**src/rtl/pdm_rx_mc.sv**
```systemverilog
`default_nettype none
// ============================================================================
// Module   : pdm_rx_mc
// Purpose  : Multi-line, multi-channel PDM receiver front-end. Generates a
//            programmable PDM clock, samples up to NUM_LINES data lines on
//            one or both clock phases, serialises the captured bits as a
//            channel-tagged stream for an external CIC decimator, and
//            buffers the returned PCM samples in a FIFO with a sticky
//            overflow flag.
// Ports    : clk_i, rst_i            - system clock, synchronous active-high reset
//            cfg_*                   - enable, divider, line count, edge mode,
//                                      overflow clear
//            pdm_clk_o, pdm_data_i   - microphone interface
//            bit_o/bit_ch_o/bit_valid_o - serialised bit stream to decimator
//            pcm_i/pcm_ch_i/pcm_valid_i - PCM samples from decimator
//            pcm_data_o/pcm_ch_o/pcm_valid_o/pcm_ready_i - FIFO head, handshake
//            overflow_o              - sticky sample-dropped flag
// Revision : 1.0 - initial release
// ============================================================================
module pdm_rx_mc #(
    parameter int NUM_LINES  = 2,
    parameter int PCM_WIDTH  = 16,
    parameter int FIFO_DEPTH = 8,
    parameter int DIV_WIDTH  = 8,
    localparam int CH_W      = $clog2(2 * NUM_LINES),
    localparam int LN_W      = (NUM_LINES > 1) ? $clog2(NUM_LINES) : 1
) (
    input  logic                 clk_i,
    input  logic                 rst_i,
    input  logic                 cfg_en_i,
    input  logic [DIV_WIDTH-1:0] cfg_clk_div_i,
    input  logic [LN_W-1:0]      cfg_lines_i,
    input  logic                 cfg_dual_edge_i,
    input  logic                 cfg_clr_ovf_i,
    output logic                 pdm_clk_o,
    input  logic [NUM_LINES-1:0] pdm_data_i,
    output logic                 bit_o,
    output logic [CH_W-1:0]      bit_ch_o,
    output logic                 bit_valid_o,
    input  logic [PCM_WIDTH-1:0] pcm_i,
    input  logic [CH_W-1:0]      pcm_ch_i,
    input  logic                 pcm_valid_i,
    output logic [PCM_WIDTH-1:0] pcm_data_o,
    output logic [CH_W-1:0]      pcm_ch_o,
    output logic                 pcm_valid_o,
    input  logic                 pcm_ready_i,
    output logic                 overflow_o
);

    localparam int c_ptr_w = $clog2(FIFO_DEPTH);
    localparam int c_ent_w = CH_W + PCM_WIDTH;

    // ------------------------------------------------------------------
    // Effective configuration: last active line index (A-1) and last
    // counter value of a phase (H-1). H is never shorter than A, so a
    // burst always finishes before the next capture.
    // ------------------------------------------------------------------
    int                   w_lines_int;
    int                   w_h_int;
    logic [LN_W-1:0]      w_alast_new;
    logic [DIV_WIDTH-1:0] w_hlast_new;

    always_comb begin
        w_lines_int = int'(cfg_lines_i);
        if (w_lines_int > NUM_LINES - 1) begin
            w_lines_int = NUM_LINES - 1;
        end
        w_h_int = int'(cfg_clk_div_i);
        if (w_h_int < w_lines_int) begin
            w_h_int = w_lines_int;
        end
        w_alast_new = LN_W'(w_lines_int);
        w_hlast_new = DIV_WIDTH'(w_h_int);
    end

    // ------------------------------------------------------------------
    // Clock generator, capture and serialiser
    // ------------------------------------------------------------------
    logic                 r_run;
    logic [DIV_WIDTH-1:0] r_cnt;
    logic [DIV_WIDTH-1:0] r_hlast;
    logic [LN_W-1:0]      r_alast;
    logic                 r_dual;
    logic                 r_pclk;
    logic [NUM_LINES-1:0] r_cap;
    logic [LN_W-1:0]      r_idx;
    logic [LN_W-1:0]      r_cap_alast;
    logic                 r_busy;
    logic                 r_cap_lo;
    logic                 r_cap_dual;
    logic                 w_term;
    logic                 w_capture;

    assign w_term    = r_run && (r_cnt == r_hlast);
    // High phases are always captured; low phases only in dual-edge mode.
    assign w_capture = w_term && (r_pclk || r_dual);

    always_ff @(posedge clk_i) begin
        if (rst_i || !cfg_en_i) begin
            r_run       <= 1'b0;
            r_cnt       <= '0;
            r_hlast     <= '0;
            r_alast     <= '0;
            r_dual      <= 1'b0;
            r_pclk      <= 1'b0;
            r_cap       <= '0;
            r_idx       <= '0;
            r_cap_alast <= '0;
            r_busy      <= 1'b0;
            r_cap_lo    <= 1'b0;
            r_cap_dual  <= 1'b0;
        end else begin
            r_run <= 1'b1;

            if (r_busy) begin
                if (r_idx == r_cap_alast) begin
                    r_busy <= 1'b0;
                end else begin
                    r_idx <= r_idx + LN_W'(1);
                end
            end

            if (!r_run || w_term) begin
                // Configuration only changes at phase boundaries.
                r_cnt   <= '0;
                r_hlast <= w_hlast_new;
                r_alast <= w_alast_new;
                r_dual  <= cfg_dual_edge_i;
            end else begin
                r_cnt <= r_cnt + DIV_WIDTH'(1);
            end

            if (w_term) begin
                r_pclk <= ~r_pclk;
            end

            // A new capture overrides the final bit of a burst that ends
            // in the terminal cycle itself (A == H).
            if (w_capture) begin
                r_cap       <= pdm_data_i;
                r_idx       <= '0;
                r_busy      <= 1'b1;
                r_cap_lo    <= ~r_pclk;
                r_cap_dual  <= r_dual;
                r_cap_alast <= r_alast;
            end
        end
    end

    assign pdm_clk_o   = r_pclk;
    assign bit_valid_o = r_busy;
    assign bit_o       = r_busy & r_cap[r_idx];
    assign bit_ch_o    = !r_busy    ? '0 :
                         r_cap_dual ? CH_W'({r_idx, r_cap_lo}) :
                                      CH_W'(r_idx);

    // ------------------------------------------------------------------
    // PCM FIFO
    // ------------------------------------------------------------------
    logic [c_ent_w-1:0] r_mem [FIFO_DEPTH];
    logic [c_ptr_w-1:0] r_wptr;
    logic [c_ptr_w-1:0] r_rptr;
    logic [c_ptr_w:0]   r_count;
    logic               r_ovf;
    logic               w_full;
    logic               w_push;
    logic               w_pop;
    logic               w_drop;
    logic [c_ent_w-1:0] w_head;

    assign pcm_valid_o = (r_count != '0);
    assign w_full      = (r_count == (c_ptr_w + 1)'(FIFO_DEPTH));
    assign w_pop       = pcm_valid_o && pcm_ready_i;
    // A full FIFO still accepts a sample when the head leaves in the same cycle.
    assign w_push      = pcm_valid_i && (!w_full || w_pop);
    assign w_drop      = pcm_valid_i && w_full && !w_pop;
    assign w_head      = r_mem[r_rptr];

    always_ff @(posedge clk_i) begin
        if (!rst_i && cfg_en_i && w_push) begin
            r_mem[r_wptr] <= {pcm_ch_i, pcm_i};
        end
    end

    always_ff @(posedge clk_i) begin
        if (rst_i || !cfg_en_i) begin
            r_wptr  <= '0;
            r_rptr  <= '0;
            r_count <= '0;
            r_ovf   <= 1'b0;
        end else begin
            if (w_push) begin
                r_wptr <= r_wptr + c_ptr_w'(1);
            end
            if (w_pop) begin
                r_rptr <= r_rptr + c_ptr_w'(1);
            end
            case ({w_push, w_pop})
                2'b10:   r_count <= r_count + (c_ptr_w + 1)'(1);
                2'b01:   r_count <= r_count - (c_ptr_w + 1)'(1);
                default: r_count <= r_count;
            endcase
            // Set has priority over a coincident clear.
            if (w_drop) begin
                r_ovf <= 1'b1;
            end else if (cfg_clr_ovf_i) begin
                r_ovf <= 1'b0;
            end
        end
    end

    // Head outputs read as zero while the FIFO is empty.
    assign pcm_data_o = pcm_valid_o ? w_head[PCM_WIDTH-1:0] : '0;
    assign pcm_ch_o   = pcm_valid_o ? w_head[c_ent_w-1:PCM_WIDTH] : '0;
    assign overflow_o = r_ovf;

endmodule
`default_nettype wire

```
**config.mk**
```make
export PLATFORM = sky130hd
export DESIGN_NAME = pdm_rx_mc
export DESIGN_NICKNAME = d
export VERILOG_FILES = /design/src/rtl/pdm_rx_mc.sv
export SDC_FILE = /design/constraint.sdc
export NUM_CORES = 1
export LEC_CHECK = 0
export ABC_AREA = 1
export BUFFER_PORTS_ARGS = -buffer_cell sky130_fd_sc_hd__buf_4
export CORE_UTILIZATION = 64
export DETAILED_ROUTE_END_ITERATION = 6
export MAX_ROUTING_LAYER = met4
export PLACE_DENSITY = 0.85
export SLEW_MARGIN = 0
export SYNTH_ARGS = -nofsm -noshare
export SYNTH_HDL_FRONTEND = slang
export SYNTH_SLANG_ARGS = --single-unit
```
**constraint.sdc**
```tcl
create_clock -name clk_i -period 4.2 [get_ports clk_i]
set_clock_uncertainty 0.15 [all_clocks]
set_input_delay 0.42 -clock clk_i [delete_from_list [all_inputs] [get_ports clk_i]]
set_output_delay 0.42 -clock clk_i [all_outputs]
set_load 0.02 [all_outputs]
```
# Yosys cells after proc, flatten, opt, wreduce, memory -nomap -nowiden
# Memories as Yosys holds them, arrays and structs flattened. A register that Yosys moved wholly into a read port is not among the register bits.
# Index checks and enable logic that the tools add are counted.
# W data, S select, Z words.
# totals
reg_bits	38
ram_bits	144
output_inout_bits	25
word_cells	74
n_memories	1
# op_classes
n_addsub	6
n_lt_le_gt_ge	2
eq_ne	5
muxes	18
bitwise_logic	3
reduce_logical	23
# memory_table
name	words	word_bits	rd	rd_clocked_by_memory_dff	wr	line	source
r_mem	8	18	1	1	1	160	logic [c_ent_w-1:0] r_mem [FIFO_DEPTH];
# op_table
op	count
$mux W16	1
$mux W1	10
$add A8 B1 Y8 const B	1
$eq A8 B8 Y1	1
$logic_and A1 B1 Y1	8
$lt A8 B1 Y1	1
$mux W8	1
$pmux W4 S2	1
$add A3 B1 Y3 const B	2
$mux W2	3
$mux W3	2
$logic_not A1 Y1	5
$add A4 B1 Y4 const B	1
$eq A4 B4 Y1 const B	1
$logic_or A1 B1 Y1	4
$reduce_bool A2 Y1	2
$reduce_bool A4 Y1	1
$reduce_or A2 Y1	2
$sub A4 B1 Y4 const B	1
$eq A2 B1 Y1 const B	1
$eq A2 B2 Y1 const B	1
$lt A1 B2 Y1 const B	1
$not A1 Y1	2
$reduce_and A2 Y1	1
3 further kinds	3

# Depth between registers and ports, before layout
# Gate-level depths: netlist of the first run.
# logic_depth
ltp_word	7
depth_mapped	12
mapped_depth_nobuf	12

# Least setup slack after synthesis of the first run
# Ideal clock, no wire load.
# synth_timing
kind	input -> register
startpoint	input port cfg_en_i
endpoint	memory r_mem[0][0] (netlist name) (enable)
setup_time_ps	416
arrival_ps	2292
slack_ps	1342
cell_stages	6
n_path_buf	0
cell_sequence	inv_1 > nor2_2 > inv_2 > nor2_1 > inv_2 > nor3_1
# synth_via
elab_chain_cells	4
# synth_rtl
element	line	source
start: declaration	30	input logic cfg_en_i,
$logic_and A1 B1 Y1 (2 in series)	180	if (!rst_i && cfg_en_i && w_push) begin
$mux W1	180	
$mux W1 (not written as such)	181	r_mem[r_wptr] <= {pcm_ch_i, pcm_i};
end: declaration	160	
# Every way passes these cells.

==> results.txt, run 1 <==
run status: complete, but fails checks
violated checks: design-rule violations
H-tree depth: 4
synth warn: 0
commonest cells in the netlist: 158 x nor2_1, 144 x edfxtp_1, 102 x o21ai_0
post-cts hold buffer count: 0
Pwr per Cell Area: 425 nW/um2
GR Overflow Total: 0
Final Max Slew Viols: 0
Lkg Pwr: 3.19 nW
Design Area, Final: 8710 um2
drt pass-1 iters: 7
DR iter-0 viols: 457
Worst Path Required: 3.63 ns
placed cell area: 8190 um2
Fill cells: 730
CTS tree: done
Die ar.: 12300 um2
wire per inst: 17.1 um
Worst setup EP type: output pin
share of the synthesized area in the top cell type: 0.569
RSZ-0062 raised after global routing: no
DR vias/cell: 5.81
worst hold path type: in2reg
startpoint types: register
core area: 11500 um2
number of global-route vias before repair: 5319
leading area contributor after synthesis: edfxtp_1
num ports: 61
CTS resizes: 0
worst skew pair latency: 0.42 ns
MaxCap Viol Count: 0
Crit path arrival time: 2.53 ns
total wire length: 15.9 mm
cell row count: 39
Post-synth EDFFs: 144
Max-slew headroom: 0.269
worst r2r src: r_count[1]
routability congestion estimate: 0.806
Layout area overhead: 14.6%
synthesized instance count: 714
synth unique cells: 32
largest net degree at the start of global routing: 73
fraction of registers with async set/reset: 0
sequential area share after synthesis: 0.677
initial antenna violation count: 0
total number of vias: 5405
Synth area leaders: edfxtp_1 57%, dfxtp_1 11%, nor2_1 7.8%
Synth Register Bits: 185
CTS Buf Count: 17
Global Route Usage Sum: 0.281
post-DP HPWL: 9.38 mm
# port buffers: 60
hold path startpoint: cfg_clk_div_i[4]
Final Setup Violations: 0
Final period util: 0.739
Fmax: 0.322 GHz
Setup CP Type: reg2out
ys flop type: edfxtp_1
Slew @ Worst Pin: 1.10 ns
clk buf depth: 2
post-route ant nets: 0
post-synthesis average cell area: 10.6 um2
worst hold slack: 0.0779 ns
postcts setup bufs: 0
Root Buffer: clkbuf_16
nets: 814
Reg clk slew, reported paths: 0.06 ns
Antenna diodes: 0
CP max FO: 72
syn_nets: 754
Final Hold Fails: 0
register area: 5150 um2
die height: 111 um
Total Neg Setup Slack: 0 ns
die width: 111 um
share of layout cells above drive strength 1: 0.161
multi-input combinational cell area: 2130 um2
global-route wire length before repair: 25.7 mm
DR DRC count: 7
Final Util: 0.756
synthesized cell area: 7600 um2
fin crit period: 3.10 ns
CTS sink count: 185
Initial Util: 0.660
VDD IR max: 242 uV
most common cell in the netlist: nor2_1
-- layout by cell type, fill, tap and decap left out, drive strengths merged, types with 2 or more instances in the layout --
cell	count
a21oi	17
clkinv	9
clkbuf	21
buf	73
ha	4
o21ai	125
nand3	25
nand2	71
inv	52
edfxtp	144
nand4	9
dfxtp	41
xor2	4
a31oi	19
nor2	162
nor3	5
and2	2
-- registers in the layout (all words and copies together), names as in the netlist, 2 cells and up, named ones only --
signal and count:
r_wptr 3, r_cap 2, r_count 4, r_cnt 8, r_mem 144, r_rptr 3
r_hlast 8
-- area by class of cell --
type                    instances  area share
clock buffers                  21      0.0506
flip-flops and latches        185       0.591
well taps                     143      0.0205
repair buffers                 73      0.0629
multi-input cells             446       0.244
inverters                      51      0.0220
clock inverters                11     0.00862
-- stage by stage --
stage / power (mW) / setup WS (ns) / cells
final: 3.70 / 1.10 / 930
after global routing: 3.81 / 0.900 / 930
after CTS: 3.70 / 1.09 / 930
after detailed placement: 2.33 / 1.47 / 898
after global placement: 2.32 / 1.57 / 898
after floorplan: 2.22 / 1.34 / 714
-- final timing paths --
check	endpoint	slack [ns]	cells past startpoint
min reg2reg	r_hlast[4]	0.31	2
max reg2reg	r_count[2]	1.45	12
max	pcm_ch_o[1]	1.10	6
min	r_hlast[4]	0.08	3
-- kinds of logic (layout without fill, tap and decap cells) --
kind of cell | Yosys count | in the layout | share of synthesized area
buffers and inverters | 83 | 156 | 0.0455
AOI/OAI and AO/OA | 163 | 163 | 0.113
xor gates and xnor gates | 5 | 5 | 0.00576
and+or+nand+nor | 274 | 274 | 0.152
DFF | 185 | 185 | 0.677
adders and majority gates | 4 | 4 | 0.00659
-- where the power goes --
group	internal, mW	switching, mW
clock network	0.756	0.645
logic	0.103	0.191
registers	1.99	0.0133
total	2.85	0.849
-- worst max-delay path: stages, from the launching register on --
cell	delay [ns]
dfxtp_2	0.33
inv_2	0.78
o21ai_0	0.30
o21ai_0	0.16
o21ai_0	0.10
a31oi_1	0.23
buf_4	0.19
-- metal layers --
layer  global-route usage  vias to the layer above  share of wire
li1                     -                     2588              -
met1                0.337                     2561           0.40
met2                0.468                      228           0.51
met3               0.0629                       28          0.068
met4                0.107                        0          0.021
met5                    -                        -              0
Power figures use the tool's default switching activity.
==> run 2, diff against run 1 <==
- ABC_AREA: 1 -> 0
- CORE_UTILIZATION: 64 -> 53
- PLACE_DENSITY: 0.85 -> 0.76
- clock period: 4.2 -> 2.7 ns (I/O delays scaled with it)
==> run 2 against run 1 <==
Net effect: the run now ends clean; global-route usage decreased by 6.3 points; die area increased by 18%; utilization fell by 7.5 points; routed wire length is 12% lower; flip-flop and latch count unchanged; count of clock-buffer cells in the layout fell by 3; hold slack got worse by 0.061 ns; final cell count shrank 20%; clock power increased by 91%; sequential share of layout area shrank 2.9 points; via count fell by 24%; register-to-register slack got worse by 1.1 ns; largest power group unchanged.
==> results.txt, run 2 <==
Slew @ Worst Pin: 0.505 ns
Synth Area in Simple Gates: 0.0784
wire per inst: 18.9 um
H-tree depth: 4
worst hold path type: in2reg
number of global-route vias before repair: 4229
total power: 6.11 mW
sequential area share after synthesis: 0.692
CTS Buf Count: 17
die height: 120 um
worst path bufs/invs: 2
initial antenna violation count: 0
worst r2r src: r_count[0]
fraction of registers with async set/reset: 0
Die ar.: 14500 um2
xor/xnor share of the synthesized area: 0.0271
Global Route Usage Sum: 0.218
Post-synth EDFFs: 144
nets: 591
Final Max Slew Viols: 0
Reg power frac: 0.509
Max-slew headroom: 0.659
R2R depth: 8
Fill cells: 896
sw frac: 0.198
VDD IR max: 558 uV
Root Buffer: clkbuf_16
Initial Util: 0.553
Antenna diodes: 0
largest registers: r_mem: 144 flops, r_cnt: 8 flops, r_hlast: 8 flops
Clk network pwr share: 0.438
GR Overflow Total: 0
num ports: 61
Crit path arrival time: 2.08 ns
CTS sink count: 185
fin crit period: 2.50 ns
post-synthesis adder-cell area fraction: 0.00673
total wire length: 14.0 mm
Worst Path Required: 2.28 ns
clk buf depth: 2
Setup CP Type: reg2out
Final Setup Violations: 0
Lkg Pwr: 3.20 nW
run status: finished clean
total number of vias: 4114
DR vias/cell: 5.56
cell row count: 42
commonest cells in the netlist: 144 x edfxtp_1, 41 x dfxtp_1, 36 x mux4_2, 36 x nor2_1, 34 x mux2i_1
P_sw: 1.21 mW
drt pass-1 iters: 4
CTS tree: done
CP max FO: 17
most frequent cells in the layout: 144 x edfxtp_1, 77 x buf_4, 40 x dfxtp_1, 36 x mux4_2, 36 x nor2_1
core area: 13500 um2
post-synthesis average cell area: 16.7 um2
Fmax: 0.401 GHz
Worst setup EP type: output pin
global-route wire length before repair: 22.4 mm
routability congestion estimate: 0.768
hold path startpoint: cfg_clk_div_i[6]
most common cell in the netlist: edfxtp_1
slowest CP cell: mux4_2
RSZ-0062 raised after global routing: no
combinational family with the most area after synthesis: multiplexers
Pwr per Cell Area: 666 nW/um2
DR DRC count: 0
worst skew pair latency: 0.42 ns
Reg clk slew, reported paths: 0.07 ns
Levels on crit path: 5
commonest non-fill, non-tap cell in the layout: edfxtp_1
synth warn: 0
synth unique cells: 49
complex-gate fraction of the synthesized area: 0.0224
Final period util: 0.924
share of layout cells above drive strength 1: 0.282
Largest Register: r_mem
post-DP HPWL: 8.23 mm
share of the synthesized area in the top cell type: 0.582
synthesized instance count: 444
Total Neg Setup Slack: 0 ns
ys flop type: edfxtp_1
startpoint types: register
Layout area overhead: 23.3%
CP peak stage delay: 0.56 ns
CP top delay family: multiplexers
DR iter-0 viols: 277
MaxCap Viol Count: 0
die width: 120 um
Combinational Power Share: 0.053
fraction of synthesized area in multiplexers: 0.156
Synth area leaders: edfxtp_1 58%, dfxtp_1 11%, mux4_2 11%
max FFs per register: 144
syn_nets: 484
post-route ant nets: 0
largest net degree at the start of global routing: 37
FF-to-FF setup slack: 0.38 ns
multi-input combinational cell area: 2170 um2
synthesized cell area: 7430 um2
CP cell instances: buf_12 > mux4_2 > mux2i_1 > nor2_1 > buf_4
Internal: 4.89 mW
register area: 5150 um2
Synth Register Bits: 185
Hold Path Stages: 3
Final Hold Fails: 0
leading area contributor after synthesis: edfxtp_1
# port buffers: 60
[run 2: worst paths after layout]
kind	endpoint
worst min-delay path	r_hlast[6]
worst max register to register	r_count[2]
worst min register to register	r_cap_lo
worst max-delay path	pcm_data_o[9]
[run 2: what timing repair did]
action,in CTS,in global routing
hold buffers,30,0
endpoints found under the hold margin,156,0
gates resized for setup,1,0
pin swaps,0,1
setup endpoints to repair,3,1
setup buffers,0,2
[run 2: power by group through the flow]
stage	Combinational, mW	Sequential [mW]	Clock [mW]
floorplan	0.160	3.16	0
global route	0.351	3.11	2.82
global placement	0.269	3.17	0
detailed placement	0.277	3.17	0
finish	0.323	3.11	2.68
CTS	0.315	3.11	2.72
[run 2: final cells by class]
type | count | share of cell area
clock buffer | 18 | 0.0468
clock inverter | 14 | 0.0243
inverter | 3 | 0.00123
multi-input combinational | 233 | 0.237
sequential | 185 | 0.562
tap | 176 | 0.0240
timing repair buffer | 111 | 0.105
[run 2: worst reg2reg max path, delay by kind of cell (launching register included)]
family | cells | cell delay [ns]
DFF | 1 | 0.41
adders and majority gates | 1 | 0.20
and+or+nand+nor | 3 | 0.21
AOI/OAI and AO/OA | 3 | 1.07
xor gates and xnor gates | 1 | 0.17
[run 2: stage by stage]
step,cells,hold slack [ns],util,setup slack [ns],area [um2]
after floorplan,444,0.219,-,0.205,7440
after global placement,676,0.295,0.608,0.491,8180
after detailed placement,676,0.298,0.608,0.449,8180
after CTS,738,0.00815,0.679,0.0850,9140
after global routing,740,0.00854,0.681,0.107,9160
final,740,0.0170,0.681,0.204,9160
[run 2: logic make-up (layout without fill, tap and decap cells)]
group           count (synthesis)  in the layout
compound gates                 21             21
xor+xnor                       23             23
fa+ha+maj                       4              4
buf+inv                        26            146
flops                         185            185
mux                            71             71
simple gates                  114            114
[run 2: per-layer routing]
metal  wire length (um)  GRT usage  vias to the layer above  part of all wire
met3                674     0.0552                       17             0.048
met2               7120      0.348                      109              0.51
met4                195     0.0733                        0             0.014
met1               6030      0.274                     2058              0.43
li1                   -          -                     1930                 -
met5                  0          -                        -                 0
==> run 3, diff against run 2 <==
- CELL_PAD_IN_SITES_DETAIL_PLACEMENT: not set -> 0
- CELL_PAD_IN_SITES_GLOBAL_PLACEMENT: not set -> 1
- CORE_UTILIZATION: 53 -> 46
- PLACE_DENSITY: 0.76 -> 0.77
==> run 3 against run 2 <==
Net effect: combinational power is essentially flat; maximum frequency shrank 1.9%; via count shrank 0.90%; global-route usage shrank 3.5 points; worst setup slack lost 0.048 ns; final cell count grew 5.0%; hold slack gained 0.042 ns; sequential power is essentially flat; first-iteration DRC count shrank 18%; highest routed layer unchanged; critical path type unchanged; total power shrank 3.7%; utilization shrank 10 points.
==> results.txt, run 3 (synthesized netlist as in run 2, its figures left out) <==
worst path bufs/invs: 2
Global Route Usage Sum: 0.183
startpoint types: register
Die ar.: 16700 um2
Worst setup EP type: output pin
worst hold path type: in2reg
slowest CP cell: mux4_2
worst slack at placement: 0.448 ns
share of layout cells above drive strength 1: 0.273
max FFs per register: 144
DR vias/cell: 5.25
Setup CP Type: reg2out
Worst Path Required: 2.28 ns
CTS resizes: 0
Levels on crit path: 5
drt pass-1 iters: 6
Max-slew headroom: 0.665
initial antenna violation count: 0
Final period util: 0.942
nets: 589
run status: finished clean
wire per inst: 17.7 um
CTS tree: done
Combinational Power Share: 0.055
total wire length: 13.8 mm
die height: 129 um
Reg clk slew, reported paths: 0.07 ns
# port buffers: 60
post-route ant nets: 0
Hold Path Stages: 3
Fmax: 0.393 GHz
Lkg Pwr: 3.18 nW
CP peak stage delay: 0.51 ns
total number of vias: 4077
Crit path arrival time: 2.12 ns
H-tree depth: 4
DR iter-0 viols: 227
P_sw: 1.19 mW
VDD IR max: 431 uV
largest registers: r_mem: 144 flops, r_cnt: 8 flops, r_hlast: 8 flops
Clk network pwr share: 0.417
core area: 15800 um2
CP max FO: 14
CP top delay family: multiplexers
sw frac: 0.202
Internal: 4.69 mW
GR Overflow Total: 0
RSZ-0062 raised after global routing: no
DR DRC count: 0
die width: 129 um
cell row count: 46
Slew @ Worst Pin: 0.498 ns
Final Setup Violations: 0
Final Max Slew Viols: 0
MaxCap Viol Count: 0
routability congestion estimate: 0.694
Reg power frac: 0.528
Final Util: 0.577
clk buf depth: 2
Layout area overhead: 22.9%
fin crit period: 2.54 ns
Initial Util: 0.470
post-DP HPWL: 8.08 mm
Design Area, Final: 9140 um2
CP cell instances: buf_12 > mux4_2 > mux2i_1 > nor2_1 > buf_4
most frequent cells in the layout: 144 x edfxtp_1, 74 x buf_4, 40 x dfxtp_1, 36 x mux4_2, 36 x nor2_1
placed cell area: 8190 um2
worst skew pair latency: 0.42 ns
CTS Buf Count: 17
Antenna diodes: 0
R2R depth: 7
Largest Register: r_mem
largest net degree at the start of global routing: 37
CTS sink count: 185
num ports: 61
Root Buffer: clkbuf_16
Final Hold Fails: 0
total power: 5.88 mW
global-route wire length before repair: 21.6 mm
Total Neg Setup Slack: 0 ns
Pwr per Cell Area: 644 nW/um2
slack of the critical path: 0.157 ns
commonest non-fill, non-tap cell in the layout: edfxtp_1
number of global-route vias before repair: 4183
==> run 3: layout make-up <==
type                    count  area (um2)
repair buffers            109         951
flip-flops and latches    185        5150
well taps                 216         270
fillers                  1230        6690
multi-input cells         233        2170
clock buffers              18         429
inverters                   3        11.3
clock inverters            13         154
==> run 3: timing repair <==
action	in CTS	in global routing
setup endpoints to repair	0	2
buffers inserted	0	2
hold buffers	31	0
endpoints found under the hold margin	157	0
==> run 3: per-layer routing <==
layer  track usage  share of wire  vias to the layer above
met1         0.229           0.45                     2043
met3        0.0392          0.037                       17
li1              -              -                     1922
met2         0.294           0.50                       95
met5             -              0                        -
met4        0.0644          0.013                        0
==> run 3: stage by stage <==
step	instances	hold slack, ns
2_1_floorplan	444	0.219
3_3_place_gp	712	0.297
3_5_place_dp	712	0.307
4_1_cts	774	0.0370
5_1_grt	777	0.0563
6_report	777	0.0595
==> run 3: power by group through the flow <==
stage          logic (mW)  clock network, mW  registers (mW)
2_1_floorplan       0.160                  0            3.16
3_3_place_gp        0.273                  0            3.17
3_5_place_dp        0.280                  0            3.17
4_1_cts             0.317               2.49            3.11
5_1_grt             0.353               2.61            3.11
6_report            0.323               2.45            3.11
==> run 3: worst paths after layout <==
kind	startpoint	to	slack [ns]
worst max-delay path	register	pcm_data_o[14]	0.16
worst min-delay path	cfg_en_i	r_wptr[0]	0.06
worst max register to register	r_count[0]	r_count[2]	0.41
worst min register to register	r_cap[0]	r_cap[0]	0.32
==> run 3: worst reg2reg max path, stage by stage (launching register included) <==
cell	delay (ns)
dfxtp_1	0.41
o41ai_2	0.58
nor2_1	0.11
xor2_1	0.16
ha_1	0.21
nor4_1	0.35
o21a_1	0.16
nor3_1	0.04
